**src/rtl/tapped_shift_line.sv**
```systemverilog
// tapped_shift_line: DEPTH x WIDTH shift line with random-access tap and fill tracking; define TAP_REG_EN to register the tap outputs.
module tapped_shift_line #(
   parameter int WIDTH = 1,
   parameter int DEPTH = 8,
   localparam int AW = $clog2(DEPTH),
   localparam int CW = $clog2(DEPTH + 1)
) (
   input  logic             clk,
   input  logic             rst_n,
   input  logic             enable,
   input  logic             clear,
   input  logic [WIDTH-1:0] din,
   input  logic [AW-1:0]    addr,
   output logic [WIDTH-1:0] dout,
   output logic             dout_valid,
   output logic [CW-1:0]    fill,
   output logic             full
);
   logic [WIDTH-1:0] stage [DEPTH];
   logic [WIDTH-1:0] tap_d;
   logic             tap_v;
   logic             in_rng;
   always_ff @(posedge clk or negedge rst_n) begin
      if (!rst_n) begin
         for (int i = 0; i < DEPTH; i++) stage[i] <= '0;
         fill <= '0;
      end else if (clear) begin
         for (int i = 0; i < DEPTH; i++) stage[i] <= '0;
         fill <= '0;
      end else if (enable) begin
         stage[0] <= din;
         for (int i = 1; i < DEPTH; i++) stage[i] <= stage[i-1];
         fill <= full ? fill : fill + CW'(1);
      end
   end
   assign full = fill == CW'(DEPTH);
   // addr can exceed DEPTH-1 only when DEPTH is not a power of two
   assign in_rng = CW'(addr) < CW'(DEPTH);
   assign tap_d  = in_rng ? stage[addr] : '0;
   assign tap_v  = CW'(addr) < fill;
`ifdef TAP_REG_EN
   always_ff @(posedge clk or negedge rst_n) begin
      if (!rst_n) begin
         dout       <= '0;
         dout_valid <= 1'b0;
      end else begin
         dout       <= clear ? '0 : tap_d;
         dout_valid <= clear ? 1'b0 : tap_v;
      end
   end
`else
   assign dout       = tap_d;
   assign dout_valid = tap_v;
`endif
endmodule

```
**config.mk**
```make
export PLATFORM = sky130hd
export DESIGN_NAME = tapped_shift_line
export DESIGN_NICKNAME = d
export VERILOG_FILES = /design/src/rtl/tapped_shift_line.sv
export SDC_FILE = /design/constraint.sdc
export NUM_CORES = 1
export LEC_CHECK = 0
export ABC_AREA = 1
export CAP_MARGIN = 0
export CORE_ASPECT_RATIO = 0.75
export CORE_UTILIZATION = 40
export DETAILED_ROUTE_END_ITERATION = 12
export DONT_BUFFER_PORTS = 1
export SYNTH_ARGS = -nofsm -noshare
export SYNTH_HDL_FRONTEND = slang
export SYNTH_SLANG_ARGS = --single-unit
```
**constraint.sdc**
```tcl
create_clock -name clk -period 2.79 [get_ports clk]
set_input_delay 0.279 -clock clk [delete_from_list [all_inputs] [get_ports clk]]
set_output_delay 0.279 -clock clk [all_outputs]
set_load 0.01 [all_outputs]
```
==> impl_metrics.py <==
metrics = {
    "synthesis": {
        "ys_seq_area_share_pct": 40.3,
        "ys_ff_latch": 12,
        "yosys.area.top_type": "dfrtp_1",
        "synth_most_common_cell": "nand2_1",
        "syn_area_sq_um": 744,
        "async_flop_share_pct": 100,
        "synth.distinct_cells": 16,
        "ys.flop_type": "dfrtp_1",
        "syn_nets": 107,
        "yosys-top-cells-area": "dfrtp_1, o21ai_2, nand2_1, nand3_1, inv_1",
        "synth.top_cell.area_share_pct": 40.3,
        "yosys_warnings": 0,
        "synth_edf_count": 0,
        "synthCells": 95,
        "synth.avg_cell_area_sq_um": 7.84,
        "synth_common_cells": "nand2_1, inv_1, nand3_1",
    },
    "floorplanning": {
        "die-area_sq_mm": 0.00204,
        "start_util_pct": 42.8,
        "io_pins": 15,
        "die_h_microns": 39.4,
        "fp.dieW_microns": 51.8,
        "core_sq_mm": 0.00174,
        "row_count": 13,
    },
    "job": {
        "drv_cap": 0,
    },
    "global_routing": {
        "overflow": 0,
        "grtUsageTotal_pct": 17.6,
        "grt_max_degree": 16,
        "grt_pass1_wl_mm": 2.42,
        "grt_pass1_vias": 528,
        "antenna_found_initial": 0,
    },
    "cells_and_area": {
        "area_growth_pct": 7.06,
        "nets": 110,
        "drive_gt1_share_pct": 19.6,
        "n_antenna_cell": 0,
        "fin_area_sq_um": 797,
    },
    "outcome": {
        "outcome": "finished, final reports clean",
    },
    "timing": {
        "fin_crit_ps": 1750,
        "max_freq_mhz": 570,
        "finalClockSkew_ps": 4.20,
        "holdWs_ps": 154,
        "setup_viol": 0,
        "hold_viol": 0,
        "tightest_slew_ps": 566,
        "setup_tns_ps": 0,
        "rsz0062_at_grt": "no",
        "slew_headroom_pct": 62.2,
        "drv_slew": 0,
        "fin_crit_sh_pct": 62.9,
    },
    "place": {
        "portBuffers": 0,
        "gp_congestion": 0.727,
        "dpl.hpwl_mm": 1.11,
        "placed_area_sq_um": 751,
    },
    "worst_setup_path": {
        "regToRegSetupSlack_ps": 1490,
        "cp_max_fo": 4,
        "cp.arrival_ps": 1480,
        "worst_setup_path_end_kind": "output port",
        "critPathRequiredTime_ps": 2510,
        "setup.worst_path.start_class": "register",
        "critical_path_class": "reg2out",
    },
    "power_and_ir_drop": {
        "power.density_mw_per_mm2": 462,
        "power_leakage_nw": 0.402,
        "power_mw": 0.368,
        "vdd.ir_drop.worst_mv": 0.326,
    },
    "drt": {
        "drc_errors": 0,
        "via_count": 586,
        "drt.antenna.violating_nets": 0,
        "first_iter_violations": 5,
        "drt-wirelength-per-cell_microns": 12.4,
        "viasPerCell": 4.92,
        "drt_pre_antenna_iters": 4,
        "routed_wl_mm": 1.47,
    },
    "clock_tree": {
        "clkTransAtPathRegs_ps": 80,
        "clock_latency_ps": 280,
        "cts_buffers": 3,
        "cts_buffer_depth": 2,
        "ctsHtreeMaxLevel": 1,
        "cts_root_buf": "clkbuf_4",
        "tritoncts": "built",
        "cts_sinks": 12,
    },
    "hold_path": {
        "hold_class": "in2reg",
    },
}
## registers in the layout, summed over array words and instances, names as in the netlist
name,cells
fill,4
stage,8
## kinds of logic after synthesis
logic type	synth area share, %
AO/OA/AOI/OAI	13.8
adder cells (fa/ha/maj)	6.72
buffers and inverters	12.4
flip-flops	40.3
AND/OR/NAND/NOR	26.7
## final timing paths
check / start / to / cells past startpoint
max: fill[1] / dout_valid / 5
min: enable / fill[2] / 2
max reg2reg: fill[0] / fill[0] / 6
min reg2reg: stage[7] / stage[6] / 2
max in group asynchronous: rst_n / stage[2] / 1
min in group asynchronous: rst_n / stage[4] / 1
## layout make-up
cell class | instances | area, sq um
Fill cell | 178 | 943
Clock buffer | 4 | 36.3
Timing Repair Buffer | 1 | 10.0
Inverter | 19 | 71.3
Multi-Input combinational cell | 61 | 352
Sequential cell | 12 | 300
Tap cell | 22 | 27.5
## per-layer routing
| metal | vias to the layer above | GRT usage (%) | share of wire, % |
|---|---|---|---|
| li1 | 306 | - | - |
| met1 | 264 | 25.4 | 51 |
| met2 | 14 | 23.4 | 43 |
| met3 | 2 | 7.36 | 4.8 |
| met4 | 0 | 4.05 | 0.82 |
| met5 | - | 0 | 0 |
## what timing repair did
| action | CTS | global route |
|---|---|---|
| hold buffers | 1 | 0 |
| setup buffers | 0 | 0 |
| resized for setup | 0 | 0 |
| endpoints found under the hold margin | 12 | 0 |
## worst max-delay path, cell delays in order, from the launching register on
cell,delay (ps)
dfrtp_1,430
inv_1,120
ha_1,280
o21ai_1,70
nand2_1,60
a21oi_1,240
## report_power, final
part | internal, mW | leakage (nW) | switching (mW)
logic | 0.0152 | 0.216 | 0.0297
clock network | 0.0794 | 0.0210 | 0.0603
registers | 0.178 | 0.165 | 0.00525
total | 0.273 | 0.402 | 0.0953
## placed cells by master, fill, tap and decap left out, drive strengths merged
master	count
nor2	5
a21oi	2
nand4	2
ha	4
nand2	21
inv	19
dfrtp	12
dlygate4sd3	1
clkbuf	4
o21ai	11
nand3	15
or2	1
## stage by stage
stage               util (%)  cells  worst slack (ps)
floorplan                  -     95              1410
CTS                     45.8    119              1010
detailed placement      43.1    114              1340
global route            45.8    119               933
global placement        43.1    114              1360
finish                  45.8    119              1040
(Power assumes the default switching activity.)
